<file path="src/rtl/ps2_ascii_decoder.sv">
// PS/2 set-2 scan-code to ASCII decoder with a queued output stream.
// Tracks F0/E0 prefixes, shift keys and caps-lock, translates printable
// make codes to ASCII and buffers them in a small FIFO drained over
// ascii_valid/ascii_ready.
module ps2_ascii_decoder #(
  parameter int unsigned FIFO_DEPTH = 8
) (
  input  logic                         clk,
  input  logic                         rst_n,
  input  logic                         scan_valid,
  input  logic [7:0]                   scan_code,
  output logic                         ascii_valid,
  output logic [7:0]                   ascii_data,
  input  logic                         ascii_ready,
  output logic                         shift_held,
  output logic                         caps_lock,
  output logic                         overflow,
  output logic [$clog2(FIFO_DEPTH):0]  fifo_count
);

  localparam int unsigned AW = $clog2(FIFO_DEPTH);
  localparam int unsigned CW = AW + 1;

  localparam logic [7:0] CODE_BRK    = 8'hF0;
  localparam logic [7:0] CODE_EXT    = 8'hE0;
  localparam logic [7:0] CODE_LSHIFT = 8'h12;
  localparam logic [7:0] CODE_RSHIFT = 8'h59;
  localparam logic [7:0] CODE_CAPS   = 8'h58;

  typedef enum logic [1:0] {
    ST_IDLE    = 2'd0,
    ST_BRK     = 2'd1,
    ST_EXT     = 2'd2,
    ST_EXT_BRK = 2'd3
  } state_e;

  // Translate one make code; bit 8 flags a printable/mapped key.
  function automatic logic [8:0] map_code(input logic [7:0] code,
                                          input logic       shift,
                                          input logic       caps);
    logic [7:0] ch;
    logic       hit;
    logic       letter;
    ch     = 8'h00;
    hit    = 1'b1;
    letter = 1'b0;
    case (code)
      8'h1C: begin ch = 8'h61; letter = 1'b1; end
      8'h32: begin ch = 8'h62; letter = 1'b1; end
      8'h21: begin ch = 8'h63; letter = 1'b1; end
      8'h23: begin ch = 8'h64; letter = 1'b1; end
      8'h24: begin ch = 8'h65; letter = 1'b1; end
      8'h2B: begin ch = 8'h66; letter = 1'b1; end
      8'h34: begin ch = 8'h67; letter = 1'b1; end
      8'h33: begin ch = 8'h68; letter = 1'b1; end
      8'h43: begin ch = 8'h69; letter = 1'b1; end
      8'h3B: begin ch = 8'h6A; letter = 1'b1; end
      8'h42: begin ch = 8'h6B; letter = 1'b1; end
      8'h4B: begin ch = 8'h6C; letter = 1'b1; end
      8'h3A: begin ch = 8'h6D; letter = 1'b1; end
      8'h31: begin ch = 8'h6E; letter = 1'b1; end
      8'h44: begin ch = 8'h6F; letter = 1'b1; end
      8'h4D: begin ch = 8'h70; letter = 1'b1; end
      8'h15: begin ch = 8'h71; letter = 1'b1; end
      8'h2D: begin ch = 8'h72; letter = 1'b1; end
      8'h1B: begin ch = 8'h73; letter = 1'b1; end
      8'h2C: begin ch = 8'h74; letter = 1'b1; end
      8'h3C: begin ch = 8'h75; letter = 1'b1; end
      8'h2A: begin ch = 8'h76; letter = 1'b1; end
      8'h1D: begin ch = 8'h77; letter = 1'b1; end
      8'h22: begin ch = 8'h78; letter = 1'b1; end
      8'h35: begin ch = 8'h79; letter = 1'b1; end
      8'h1A: begin ch = 8'h7A; letter = 1'b1; end
      8'h45: ch = shift ? 8'h29 : 8'h30;
      8'h16: ch = shift ? 8'h21 : 8'h31;
      8'h1E: ch = shift ? 8'h40 : 8'h32;
      8'h26: ch = shift ? 8'h23 : 8'h33;
      8'h25: ch = shift ? 8'h24 : 8'h34;
      8'h2E: ch = shift ? 8'h25 : 8'h35;
      8'h36: ch = shift ? 8'h5E : 8'h36;
      8'h3D: ch = shift ? 8'h26 : 8'h37;
      8'h3E: ch = shift ? 8'h2A : 8'h38;
      8'h46: ch = shift ? 8'h28 : 8'h39;
      8'h29: ch = 8'h20;
      8'h5A: ch = 8'h0D;
      8'h66: ch = 8'h08;
      default: hit = 1'b0;
    endcase
    // Letters are uppercase when exactly one of shift / caps-lock is active.
    if (letter && (shift ^ caps)) begin
      ch = ch & 8'hDF;
    end
    return {hit, ch};
  endfunction

  state_e          state_q, state_d;
  logic            lshift_q, lshift_d;
  logic            rshift_q, rshift_d;
  logic            caps_down_q, caps_down_d;
  logic            caps_lock_q, caps_lock_d;
  logic            overflow_q, overflow_d;
  logic [AW-1:0]   rd_q, rd_d;
  logic [AW-1:0]   wr_q, wr_d;
  logic [CW-1:0]   count_q, count_d;
  logic            ascii_valid_q, ascii_valid_d;
  logic [7:0]      ascii_data_q, ascii_data_d;
  logic            shift_held_q, shift_held_d;
  logic [7:0]      mem_q [FIFO_DEPTH];

  logic [8:0]      map_res;
  logic            push_req;
  logic            push_ok;
  logic            pop;
  logic            full;

  // Byte decode: prefix FSM, modifier tracking, FIFO pointer/count update.
  always_comb begin
    state_d       = state_q;
    lshift_d      = lshift_q;
    rshift_d      = rshift_q;
    caps_down_d   = caps_down_q;
    caps_lock_d   = caps_lock_q;
    overflow_d    = overflow_q;
    push_req      = 1'b0;

    map_res = map_code(scan_code, lshift_q | rshift_q, caps_lock_q);

    if (scan_valid) begin
      case (state_q)
        ST_IDLE: begin
          if (scan_code == CODE_BRK) begin
            state_d = ST_BRK;
          end else if (scan_code == CODE_EXT) begin
            state_d = ST_EXT;
          end else if (scan_code == CODE_LSHIFT) begin
            lshift_d = 1'b1;
          end else if (scan_code == CODE_RSHIFT) begin
            rshift_d = 1'b1;
          end else if (scan_code == CODE_CAPS) begin
            // Auto-repeat of a held caps key must not re-toggle.
            if (!caps_down_q) begin
              caps_lock_d = ~caps_lock_q;
              caps_down_d = 1'b1;
            end
          end else begin
            push_req = map_res[8];
          end
        end
        ST_BRK: begin
          if (scan_code == CODE_LSHIFT) lshift_d = 1'b0;
          if (scan_code == CODE_RSHIFT) rshift_d = 1'b0;
          if (scan_code == CODE_CAPS)   caps_down_d = 1'b0;
          state_d = ST_IDLE;
        end
        ST_EXT: begin
          state_d = (scan_code == CODE_BRK) ? ST_EXT_BRK : ST_IDLE;
        end
        default: begin
          state_d = ST_IDLE;
        end
      endcase
    end

    full    = (count_q == CW'(FIFO_DEPTH));
    pop     = (count_q != '0) & ascii_ready;
    push_ok = push_req & (~full | pop);
    if (push_req & full & ~pop) begin
      overflow_d = 1'b1;
    end

    rd_d    = rd_q + AW'(pop);
    wr_d    = wr_q + AW'(push_ok);
    count_d = count_q + CW'(push_ok) - CW'(pop);

    // Head of the queue after this edge; a fresh push lands at the head
    // when the queue was empty or its only entry is being popped.
    ascii_valid_d = (count_d != '0);
    if (count_d == '0) begin
      ascii_data_d = 8'h00;
    end else if (push_ok && (wr_q == rd_d)) begin
      ascii_data_d = map_res[7:0];
    end else begin
      ascii_data_d = mem_q[rd_d];
    end

    shift_held_d = lshift_d | rshift_d;
  end

  // Control and status registers.
  always_ff @(posedge clk or negedge rst_n) begin
    if (!rst_n) begin
      state_q       <= ST_IDLE;
      lshift_q      <= 1'b0;
      rshift_q      <= 1'b0;
      caps_down_q   <= 1'b0;
      caps_lock_q   <= 1'b0;
      overflow_q    <= 1'b0;
      rd_q          <= '0;
      wr_q          <= '0;
      count_q       <= '0;
      ascii_valid_q <= 1'b0;
      ascii_data_q  <= 8'h00;
      shift_held_q  <= 1'b0;
    end else begin
      state_q       <= state_d;
      lshift_q      <= lshift_d;
      rshift_q      <= rshift_d;
      caps_down_q   <= caps_down_d;
      caps_lock_q   <= caps_lock_d;
      overflow_q    <= overflow_d;
      rd_q          <= rd_d;
      wr_q          <= wr_d;
      count_q       <= count_d;
      ascii_valid_q <= ascii_valid_d;
      ascii_data_q  <= ascii_data_d;
      shift_held_q  <= shift_held_d;
    end
  end

  // Character storage; contents are don't-care until pointed at.
  always_ff @(posedge clk) begin
    if (push_ok) begin
      mem_q[wr_q] <= map_res[7:0];
    end
  end

  assign ascii_valid = ascii_valid_q;
  assign ascii_data  = ascii_data_q;
  assign shift_held  = shift_held_q;
  assign caps_lock   = caps_lock_q;
  assign overflow    = overflow_q;
  assign fifo_count  = count_q;

endmodule

</file>
<file path="config.mk">
export PLATFORM = sky130hd
export DESIGN_NAME = ps2_ascii_decoder
export DESIGN_NICKNAME = d
export VERILOG_FILES = /design/src/rtl/ps2_ascii_decoder.sv
export SDC_FILE = /design/constraint.sdc
export NUM_CORES = 1
export LEC_CHECK = 0
export BUFFER_PORTS_ARGS = -buffer_cell sky130_fd_sc_hd__buf_2
export CORE_MARGIN = 8
export CORE_UTILIZATION = 55
export CTS_CLUSTER_SIZE = 24
export DETAILED_ROUTE_END_ITERATION = 16
export MAX_ROUTING_LAYER = met4
export PLACE_DENSITY = 0.76
export SYNTH_ARGS = -nofsm -noshare
export SYNTH_HDL_FRONTEND = slang
export SYNTH_SLANG_ARGS = --single-unit
export TNS_END_PERCENT = 20
</file>
<file path="constraint.sdc">
create_clock -name clk -period 3.4 [get_ports clk]
set_input_delay 0.68 -clock clk [delete_from_list [all_inputs] [get_ports clk]]
set_output_delay 0.68 -clock clk [all_outputs]
set_load 0.1 [all_outputs]
</file>
==> metrics.md <==
| Metric | Value |
|---|---|
| Run status | finished, violations left |
| Failing checks | negative setup slack |
| Final #Nets | 548 |
| Antenna viol nets, final | 0 |
| Fillcell total | 606 |
| Total number of clock tree sinks | 82 |
| Power density cells | 671 nW/um^2 |
| CTS tree | yes |
| Yosys warnings | 0 |
| Worst-Skew Late Latency | 360 ps |
| CP required | 3610 ps |
| Post-Route WL | 13.6 mm |
| Vias | 3966 |
| Finished Cell Area | 6340 um^2 |
| Worst-Margin Slew | 591 ps |
| Ant. Diodes | 0 |
| Slew HR | 60.0% |
| WHS | 303 ps |
| Critical path launch point type | primary input |
| Crit path time final | 3790 ps |
| Clock root buffer | clkbuf_8 |
| VDD IR-drop max | 0.767 mV |
| Leakage Power | 2.54 nW |
| Placed insts | 609 |
| Routed WL per cell | 21.2 um |
| Non-filler cells, final | 638 |
| Multi-input gate area | 2490 um^2 |
| Most frequent cells in the layout | 110 x buf_4, 56 x edfxtp_1, 25 x dfrtp_1, 21 x nand2_1 |
| Worst min-delay path class | primary input to asynchronous set/reset pin |
| Port Buffers | 26 |
| Die Width | 110 um |
| Ports | 28 |
| Vias per cell | 6.22 |
| Die area | 12200 um^2 |
| Cts-stage hold buffer count | 0 |
| Max-slew violation count | 0 |
| Area Overhead vs Synth | 29.7% |
| Row Count | 34 |
| Clk slew on worst S/H paths | 100 ps |
| R2R setup slack | 120 ps |
| DRC violations left | 0 |
| Cell Area, Synth | 4890 um^2 |
| Setup crit end kind | register |
| Unique masters post-synth | 80 |
| Share of post-route cells with drive strength above 1 | 44.2% |
| RSZ-0062 raised after global routing | yes |
| Worst Clk Skew | 21.6 ps |
| Vias in the first global route | 3982 |
| First-pass GRT wire length | 21.4 mm |
| CTS Buf Count | 9 |
| Register area share after synthesis | 47.7% |
| Share of async-settable or async-resettable flops after synthesis | 31.7% |
| Drt first pass iters | 5 |
| Crit path DAT | 4000 ps |
| Seq cells post-synth | 82 |
| Maximum clock rate | 264 MHz |
| Gr usage total | 23.7% |
| Initial Util | 56.3% |
| Register area | 2330 um^2 |
| Die height | 110 um |
| Max cap viols | 0 |
| Commonest non-fill, non-tap cell in the layout | buf_4 |
| Setup WS post-layout | -393 ps |
| Crit path kind | primary input to register |
| Initial antenna violation count | 0 |
| # setup viols final | 8 |
| Largest net degree at the start of global routing | 27 |
| Synth Net Count | 430 |
| Final hold vios | 0 |
| Pre-CTS setup slack | -872 ps |
| PnR Total Power | 4.25 mW |
| CTS H-Tree Depth | 3 |
| Worst-case clock buffer depth | 2 |
| Tcrit/Tclk final | 112% |
| GP Congestion | 0.939 |
| GRT overflow | 0 |
| Syn Inst Count | 407 |
| DP HPWL | 9.81 mm |
| Placed Instance Area | 5810 um^2 |
| Worst-path fanout max | 7 |
| Core area | 8680 um^2 |
| Synth Area per Inst | 12.0 um^2 |
| Ys flop type | edfxtp_1 |
| Post-synth EDFFs | 56 |
| DRT iter0 DRCs | 408 |
==> metal layers <==
layer | up-vias | part of all wire, % | GRT usage (%)
met4 | 0 | 1.5 | 5.90
li1 | 1788 | - | -
met2 | 197 | 47 | 36.4
met5 | - | 0 | -
met1 | 1959 | 43 | 32.1
met3 | 22 | 8.2 | 4.07
==> cell families after synthesis <==
| logic type | share of synthesized area (%) |
|---|---|
| xor gates and xnor gates | 1.95 |
| other | 0.0767 |
| muxes | 9.91 |
| buffers and inverters | 5.30 |
| DFF | 47.7 |
| AOI/OAI and AO/OA | 11.6 |
| and+or+nand+nor | 20.5 |
| adders and majority gates | 2.97 |
==> final timing paths <==
kind / startpoint / depth (start not counted) / to
min reg2reg: caps_down_q$_DFFE_PN0P_ / 2 / caps_down_q$_DFFE_PN0P_
max: scan_code[2] / 17 / ascii_data[1]$_DFF_PN0_
max in group asynchronous: rst_n / 1 / fifo_count[2]$_DFF_PN0_
max reg2reg: fifo_count[2]$_DFF_PN0_ / 15 / ascii_data[1]$_DFF_PN0_
min: rst_n / 1 / rd_q[1]$_DFF_PN0_
min in group clk: caps_down_q$_DFFE_PN0P_ / 2 / caps_down_q$_DFFE_PN0P_
==> power by group <==
part / switching (mW) / total (mW) / internal [mW]
combinational: 1.38 / 2.25 / 0.876
clock: 0.388 / 0.666 / 0.278
sequential: 0.119 / 1.33 / 1.21
total: 1.89 / 4.25 / 2.37
==> stage by stage <==
stage / util (%) / TNS, ps
finish: 73.1 / -2680
global route: 73.1 / -3190
CTS: 72.1 / -2450
detailed placement: 67.0 / -6540
global placement: 67.0 / -5960
floorplan: - / -4850
==> Yosys cell counts, types with 4 or more instances <==
cell type	count	area, um^2
mux2i_1	9	90.1
o2111ai_1	4	35.0
buf_2	15	75.1
mux2_2	7	78.8
nor4_1	5	31.3
mux4_2	14	315
xor2_1	6	52.6
nor2b_1	8	50.1
ha_1	10	125
nor4b_2	5	75.1
o211ai_1	4	30.0
clkbuf_1	9	33.8
dfrtp_1	26	651
a32o_1	4	40.0
nand3b_1	6	45.0
nand2b_1	8	50.1
o21ai_0	17	85.1
nor3_1	14	70.1
nand3_1	8	40.0
nand2_1	24	90.1
nand4_1	5	31.3
inv_1	20	75.1
nor2_1	19	71.3
buf_4	6	45.0
o21a_1	4	30.0
edfxtp_1	56	1680
a21oi_1	8	40.0
==> cell type report <==
type,count,share of cell area [%]
repair buffers,141,17.7
inverters,20,1.22
clock inverters,7,0.888
multi-input cells,271,39.3
clock buffers,9,1.95
well taps,108,2.13
flip-flops and latches,82,36.8
==> critical path, cell delays in order <==
cell	delay [ps]
buf_12	110
buf_12	120
or4bb_1	510
nor2_1	130
o211ai_1	230
nand2_4	160
o211ai_4	90
ha_4	270
inv_4	50
ha_4	120
inv_2	40
fa_1	510
inv_1	60
or4_4	570
buf_8	170
o41ai_4	50
mux2i_1	130
==> registers in the layout, indices dropped and copies added (netlist names) <==
signal / flops
ascii_data: 7
ascii_valid: 1
caps_down_q: 1
caps_lock: 1
fifo_count: 4
lshift_q: 1
mem_q: 56
overflow: 1
rd_q: 3
rshift_q: 1
shift_held: 1
state_q: 2
wr_q: 3
==> what timing repair did <==
action                                  CTS  global route
pin swaps                                15            10
cloned                                    2             0
buffers inserted                          9             3
gates resized for setup                  37            18
endpoints found under the setup margin    8             8
(Power assumes the default switching activity.)
